`src/rtl/column_field_gen.sv`:
```
// Scrolling pipe-column field. Each column moves left by (speed + 1) pixels
// per game tick. A column that would pass x = 0 respawns at the right edge
// and gets a fresh gap centre from a shared Galois LFSR. Respawns drive a
// one-tick pass pulse and a saturating score.
module column_field_gen #(
    parameter int          NUM_COLS      = 2,
    parameter int          COORD_W       = 11,
    parameter int          SCREEN_WIDTH  = 640,
    parameter int          SCREEN_HEIGHT = 480,
    parameter int          PADDING       = 160,
    parameter int          PIPE_WIDTH    = 40,
    parameter int          SPACING       = 320,
    parameter logic [15:0] LFSR_SEED     = 16'hACE1,
    parameter int          SCORE_W       = 8
) (
    input  logic                        gameClk,
    input  logic                        reset,
    input  logic                        finished,
    input  logic [1:0]                  speed,
    output logic [NUM_COLS*COORD_W-1:0] colX,
    output logic [NUM_COLS*COORD_W-1:0] colY,
    output logic                        passColumn,
    output logic [SCORE_W-1:0]          score
);

    localparam int unsigned X_RESPAWN = SCREEN_WIDTH + 2*PIPE_WIDTH - 1;
    localparam int unsigned Y_MIN     = PADDING / 2;
    localparam int unsigned Y_SPAN    = SCREEN_HEIGHT - PADDING;
    localparam int unsigned X_START   = SCREEN_WIDTH/2 + 2*PIPE_WIDTH - 1;
    localparam int          SUM_W     = SCORE_W + 4;

    // Gap centre for column i: rotate the LFSR left by 3*i so columns that
    // respawn in the same tick still get different heights.
    function automatic logic [COORD_W-1:0] gap_y(input logic [15:0] v,
                                                 input int unsigned i);
        logic [15:0] r;
        int unsigned sh;
        sh = (3 * i) % 16;
        r  = (v << sh) | (v >> ((16 - sh) % 16));
        gap_y = COORD_W'(Y_MIN + (32'(r) % Y_SPAN));
    endfunction

    logic [15:0]        lfsr;
    logic [15:0]        lfsr_next;
    logic [COORD_W-1:0] x_q    [NUM_COLS];
    logic [COORD_W-1:0] y_q    [NUM_COLS];
    logic [COORD_W-1:0] x_next [NUM_COLS];
    logic [COORD_W-1:0] y_next [NUM_COLS];
    logic [COORD_W-1:0] step;
    logic [3:0]         hits;
    logic [SUM_W-1:0]   score_sum;
    logic [SCORE_W-1:0] score_next;

    // Next-state for every column, the LFSR and the saturating score.
    always_comb begin
        step      = COORD_W'(speed) + COORD_W'(1);
        lfsr_next = {1'b0, lfsr[15:1]} ^ (lfsr[0] ? 16'hB400 : 16'h0000);
        hits      = '0;
        for (int unsigned i = 0; i < NUM_COLS; i++) begin
            if (x_q[i] < step) begin
                x_next[i] = COORD_W'(X_RESPAWN);
                y_next[i] = gap_y(lfsr, i);
                hits      = hits + 4'd1;
            end else begin
                x_next[i] = x_q[i] - step;
                y_next[i] = y_q[i];
            end
        end
        score_sum = SUM_W'(score) + SUM_W'(hits);
        if (|score_sum[SUM_W-1:SCORE_W])
            score_next = '1;
        else
            score_next = score_sum[SCORE_W-1:0];
    end

    // Field state: advances each tick unless frozen by finished.
    always_ff @(posedge gameClk or posedge reset) begin
        if (reset) begin
            lfsr <= LFSR_SEED;
            for (int unsigned i = 0; i < NUM_COLS; i++) begin
                x_q[i] <= COORD_W'(X_START + i * SPACING);
                y_q[i] <= gap_y(LFSR_SEED, i);
            end
            passColumn <= 1'b0;
            score      <= '0;
        end else if (!finished) begin
            lfsr <= lfsr_next;
            for (int unsigned i = 0; i < NUM_COLS; i++) begin
                x_q[i] <= x_next[i];
                y_q[i] <= y_next[i];
            end
            passColumn <= (hits != 4'd0);
            score      <= score_next;
        end else begin
            passColumn <= 1'b0;
        end
    end

    // Pack per-column coordinates onto the flat output buses.
    always_comb begin
        colX = '0;
        colY = '0;
        for (int unsigned i = 0; i < NUM_COLS; i++) begin
            colX[i*COORD_W +: COORD_W] = x_q[i];
            colY[i*COORD_W +: COORD_W] = y_q[i];
        end
    end

endmodule

```
`config.mk`:
```
export PLATFORM = sky130hd
export DESIGN_NAME = column_field_gen
export DESIGN_NICKNAME = d
export VERILOG_FILES = /design/src/rtl/column_field_gen.sv
export SDC_FILE = /design/constraint.sdc
export NUM_CORES = 1
export LEC_CHECK = 0
export CAP_MARGIN = 15
export CORE_UTILIZATION = 47
export CTS_CLUSTER_SIZE = 10
export DETAILED_ROUTE_END_ITERATION = 8
export PLACE_DENSITY = 0.65
export SKIP_CTS_REPAIR_TIMING = 1
export SLEW_MARGIN = 30
export SYNTH_ARGS = -nofsm -noshare
export SYNTH_HDL_FRONTEND = slang
export SYNTH_SLANG_ARGS = --single-unit
```
`constraint.sdc`:
```
create_clock -name gameClk -period 12 [get_ports gameClk]
set_clock_uncertainty 0.05 [all_clocks]
set_input_delay 2.4 -clock gameClk [delete_from_list [all_inputs] [get_ports gameClk]]
set_output_delay 2.4 -clock gameClk [all_outputs]
set_load 0.05 [all_outputs]
```
==> results.json, run 1 <==
{
  "grt_pass1_wl_um": 40500,
  "syn-num-nets": 1143,
  "max_freq_mhz": 140,
  "fin_cells": 1351,
  "critPathKind": "reg2reg",
  "finalSetupViolCount": 0,
  "hp-class": "reg2reg",
  "dr_total_vias": 8734,
  "synth-seq-cells": 69,
  "path_buf_inv": 1,
  "ys_types": 112,
  "area_growth_pct": 10.1,
  "hold_slack_ns": 0.409,
  "rows": 48,
  "dr.pass1.iters": 5,
  "cap_violations": 0,
  "crit_path_end_kind": "flip-flop",
  "synth.area.top_cells": "dfrtp_1 (11%), dfstp_2 (9.8%), nand2_1 (6.1%), nor2_1 (5.2%), o21ai_0 (4.3%)",
  "fin_crit_ns": 7.15,
  "drv_slew": 0,
  "io_buffer_count": 57,
  "post-synth-top-area-cell": "dfrtp_1",
  "yosysMostFrequentCell": "nand2_1",
  "hold_viol_final": 0,
  "clkTransAtPathRegs_ns": 0.06,
  "clk_latency_ns": 0.33,
  "n_antenna_cell": 0,
  "status": "finished, final reports clean",
  "critPathArrivalTime_ns": 7.31,
  "die-area_um2": 18300,
  "tightestPinTransition_ns": 0.996,
  "syn_avg_cell_area_um2": 7.44,
  "crit_slowest_cell": "dfstp_2",
  "yosys_warnings": 0,
  "cts-root-buf": "clkbuf_16",
  "wl_per_cell_um": 18.4,
  "vias_per_cell": 6.46,
  "start_kind": "flip-flop",
  "cts_tree": "yes",
  "drive_gt1_share_pct": 10.6,
  "die_height_um": 135,
  "synthFlopType": "dfrtp_1",
  "synth-seq-area-share_pct": 21.2,
  "rsz0062_at_grt": "no",
  "cp_max_fo": 39,
  "coreArea_um2": 17300,
  "grt_usage_pct": 27.3,
  "wirelength_um": 24900,
  "setup-tns-final_ns": 0,
  "drc": 0,
  "die_w_um": 135,
  "antenna_left": 0,
  "synth.top_cell.area_share_pct": 11.4,
  "period_share_pct": 59.6,
  "netlist_area_um2": 8340,
  "cpPeakStageDelay_ns": 1.00,
  "grt_pass1_vias": 7943,
  "synth-async-reset-ratio_pct": 100,
  "place_inst": 1335,
  "cts_sinks": 69,
  "synthCells": 1120,
  "overflow": 0,
  "synth_edf_count": 0,
  "htree_levels": 3,
  "ios": 58,
  "drtIter0Drc": 1007,
  "grt_max_degree": 70,
  "relSlewSlack_pct": 33.5,
  "cts_buffers": 9,
  "worstPathCellList": "nor2_2 > inv_2 > ha_1 > and2b_1 > a2111oi_2 > o31a_1 > a22oi_1 > and2_1 > o21bai_1 > a2111oi_2 > nor3_2 > a31oi_1 > nor3_4 > a32oi_2 > and4bb_1 > a2111oi_4 > o2111ai_1 > nand3_1 > nor4_1 > a311o_1",
  "gp_congestion": 0.942,
  "antenna_found_initial": 0,
  "crit_required_ns": 12.16,
  "reg2reg_slack_ns": 4.85,
  "synth_commonest_cells": "nand2_1 (135), nor2_1 (115), o21ai_0 (72)",
  "fin_nets": 1144,
  "cp_common_cell": "a2111oi_2",
  "clockBufferDepth": 2,
  "fillerInstances": 1690,
  "start_util_pct": 48.2,
  "crit_family": "compound AO/OA/AOI/OAI gates",
  "dpl.hpwl_um": 17900
}
[logic make-up (layout without fill, tap and decap cells)]
| kind of cell | count (synthesis) | after routing | synth area share, % |
|---|---|---|---|
| fa+ha+maj | 20 | 20 | 3.21 |
| flops | 69 | 69 | 21.2 |
| xor+xnor | 45 | 45 | 4.82 |
| simple gates | 466 | 466 | 28.3 |
| mux | 20 | 20 | 2.49 |
| buf+inv | 108 | 114 | 6.05 |
| compound gates | 392 | 392 | 33.9 |
[metrics by stage]
stage	setup slack [ns]	instance area (um^2)	util, %
after floorplan	6.50	8340	-
after global placement	5.21	8850	51.2
after detailed placement	5.02	8850	51.2
after CTS	4.99	9180	53.1
after global routing	4.44	9180	53.1
final	4.85	9180	53.1
[layout by cell type (no fill, tap or decap), types with 10 or more instances in the layout]
cell / synthesis / routed
nand2b_1: 19 / 19
a21oi_1: 64 / 64
o21a_1: 10 / 10
inv_1: 32 / 31
a22oi_1: 10 / 10
dfrtp_1: 38 / 38
a21o_1: 18 / 18
o21ai_1: 19 / 19
or3_1: 11 / 11
nor3_1: 28 / 28
mux2i_1: 14 / 14
ha_1: 15 / 15
o21ai_0: 72 / 72
nor4_1: 16 / 16
clkdlybuf4s50_1: 0 / 56
o22ai_1: 14 / 14
dfstp_2: 31 / 31
o211ai_1: 16 / 16
nor2_1: 115 / 115
nand3_1: 40 / 40
and2_1: 16 / 16
nand2_1: 135 / 135
xnor2_1: 31 / 31
a31oi_1: 24 / 24
a211oi_1: 10 / 10
xor2_1: 13 / 13
nor2b_1: 10 / 10
[final cells by class]
| cell class | count | area [um^2] | share of cell area [%] |
|---|---|---|---|
| Sequential cell | 69 | 1770 | 19.2 |
| Inverter | 36 | 135 | 1.47 |
| Tap cell | 225 | 282 | 3.07 |
| Timing Repair Buffer | 62 | 607 | 6.61 |
| Clock inverter | 6 | 93.8 | 1.02 |
| Clock buffer | 10 | 229 | 2.49 |
| Multi-Input combinational cell | 943 | 6070 | 66.1 |
[worst paths after layout]
kind,from,endpoint,cells after the start
setup / recovery,lfsr[11],colY[20],20
hold / removal,colY[14],colY[14],2
setup reg to reg,lfsr[11],colY[20],20
hold reg to reg,colY[14],colY[14],2
max in group asynchronous,reset,lfsr[8],3
min in group asynchronous,reset,colX[19],3
[per-layer routing]
metal,vias up,wire [um],GRT usage [%]
li1,4205,-,-
met1,4087,11500,38.9
met2,401,11100,42.4
met3,41,1770,3.40
met4,0,562,9.18
met5,-,0,0
[flip-flops by register name, summed over array words and instances (netlist names)]
name,flops
colY,22
passColumn,1
score,8
lfsr,16
colX,22
[worst register-to-register path, delay by kind of cell (launching register included)]
kind / cells / cell delay, ns
AO/OA/AOI/OAI: 10 / 3.35
AND/OR/NAND/NOR: 8 / 2.23
flip-flops: 1 / 1.00
adder cells (fa/ha/maj): 1 / 0.27
buffers and inverters: 1 / 0.14
Power of run 1 is not shown: default switching activity piles up to over one toggle a cycle in this logic, so the estimate is an artifact.
==> inputs of run 2 (changes only) <==
==> constraint.sdc (replaced) <==
create_clock -name gameClk -period 7.3 [get_ports gameClk]
set_clock_uncertainty 0.05 [all_clocks]
set_input_delay 1.46 -clock gameClk [delete_from_list [all_inputs] [get_ports gameClk]]
set_output_delay 1.46 -clock gameClk [all_outputs]
set_load 0.05 [all_outputs]
==> results.json, run 2 (synthesis gave the netlist of run 1 again) <==
{
  "status": "finished, final reports clean",
  "start_kind": "flip-flop",
  "period_share_pct": 90.0,
  "max_freq_mhz": 152,
  "overflow": 0,
  "grt_usage_pct": 27.6,
  "layout_commonest_cell": "nand2_1",
  "antenna_found_initial": 0,
  "cts_sinks": 69,
  "gp_congestion": 0.989,
  "fin_crit_ns": 6.57,
  "critPathArrivalTime_ns": 6.78,
  "wirelength_um": 24900,
  "hold_slack_ns": 0.413,
  "vias_per_cell": 6.44,
  "post_dp_cell_area_um2": 8950,
  "ios": 58,
  "fin_cells": 1365,
  "hold_viol_final": 0,
  "setup-tns-final_ns": 0,
  "drv_slew": 0,
  "place_inst": 1348,
  "n_antenna_cell": 0,
  "cts_buffers": 9,
  "htree_levels": 3,
  "cts_tree": "yes",
  "fin_nets": 1158,
  "clk_latency_ns": 0.33,
  "layout_common_cells": "nand2_1 (135), nor2_1 (115), o21ai_0 (72)",
  "critPathKind": "reg2reg",
  "drtIter0Drc": 898,
  "tightestPinTransition_ns": 0.880,
  "crit_path_end_kind": "flip-flop",
  "clockBufferDepth": 2,
  "grt_max_degree": 70,
  "rows": 48,
  "antenna_left": 0,
  "clkTransAtPathRegs_ns": 0.06,
  "dr.pass1.iters": 5,
  "finalInstanceArea_um2": 9290,
  "drc": 0,
  "fillerInstances": 1682,
  "drive_gt1_share_pct": 11.7,
  "relSlewSlack_pct": 41.3,
  "finalSetupViolCount": 0,
  "rsz0062_at_grt": "no",
  "seq_area_um2": 1770,
  "cts-root-buf": "clkbuf_16",
  "cap_violations": 0,
  "start_util_pct": 48.2,
  "area_growth_pct": 11.5,
  "crit_required_ns": 7.51,
  "grt_pass1_wl_um": 41100,
  "dpl.hpwl_um": 18100,
  "coreArea_um2": 17300,
  "wl_per_cell_um": 18.2,
  "multiInputGateArea_um2": 6070,
  "hp-class": "reg2reg",
  "die_w_um": 135,
  "die-area_um2": 18300,
  "cp_max_fo": 12,
  "io_buffer_count": 57,
  "dr_total_vias": 8793,
  "die_height_um": 135,
  "grt_pass1_vias": 8034
}
## run 2: cell types whose count changed in the layout (fill, tap and decap cells not counted)
cell      previous run  this run
clkinv_2             0         2
buf_16               0         1
buf_6                1         0
inv_6                2         1
buf_4                4        18
clkinv_4             1         0
## run 2: cell type report
cell class              count  area share, %
multi-input cells         943           65.3
well taps                 225           3.03
inverters                  36           1.45
clock buffers              10           2.46
repair buffers             76           7.84
clock inverters             6          0.929
flip-flops and latches     69           19.0
## run 2: metrics by stage
stage	setup WS (ns)	utilization (%)
floorplan	1.80	-
global placement	0.720	51.8
detailed placement	0.787	51.8
CTS	0.782	53.6
global route	0.129	53.7
finish	0.728	53.7
## run 2: worst max-delay path, cell delays in order (launching register included)
cell       delay, ns
dfstp_2         0.38
nor2_2          0.27
inv_2           0.10
ha_1            0.43
and2b_1         0.37
a2111oi_2       0.55
o221ai_1        0.23
o21ai_0         0.62
a31oi_1         0.26
o22a_1          0.34
nor3_2          0.41
a31oi_1         0.18
nor3_4          0.46
mux2i_1         0.39
and3_1          0.22
nand2_1         0.27
o32ai_2         0.31
a21oi_1         0.13
or3_1           0.35
a31oi_1         0.17
## run 2: final timing paths
path / from / end / slack, ns / cells past startpoint
setup reg to reg: lfsr[10] / colY[18] / 0.73 / 19
hold / removal: colY[5] / colY[5] / 0.41 / 2
max in group asynchronous: reset / lfsr[10] / 5.15 / 4
hold reg to reg: colY[5] / colY[5] / 0.41 / 2
min in group asynchronous: reset / colY[20] / 1.44 / 3
setup / recovery: lfsr[10] / colY[18] / 0.73 / 19
## run 2: layer usage
metal | routed length [um] | vias to the layer above | global-route usage [%]
li1 | - | 4229 | -
met1 | 11400 | 4141 | 39.5
met2 | 11200 | 373 | 42.8
met3 | 1750 | 50 | 4.38
met4 | 549 | 0 | 7.80
met5 | 0 | - | 0
Power of run 2 is left out for the same reason.
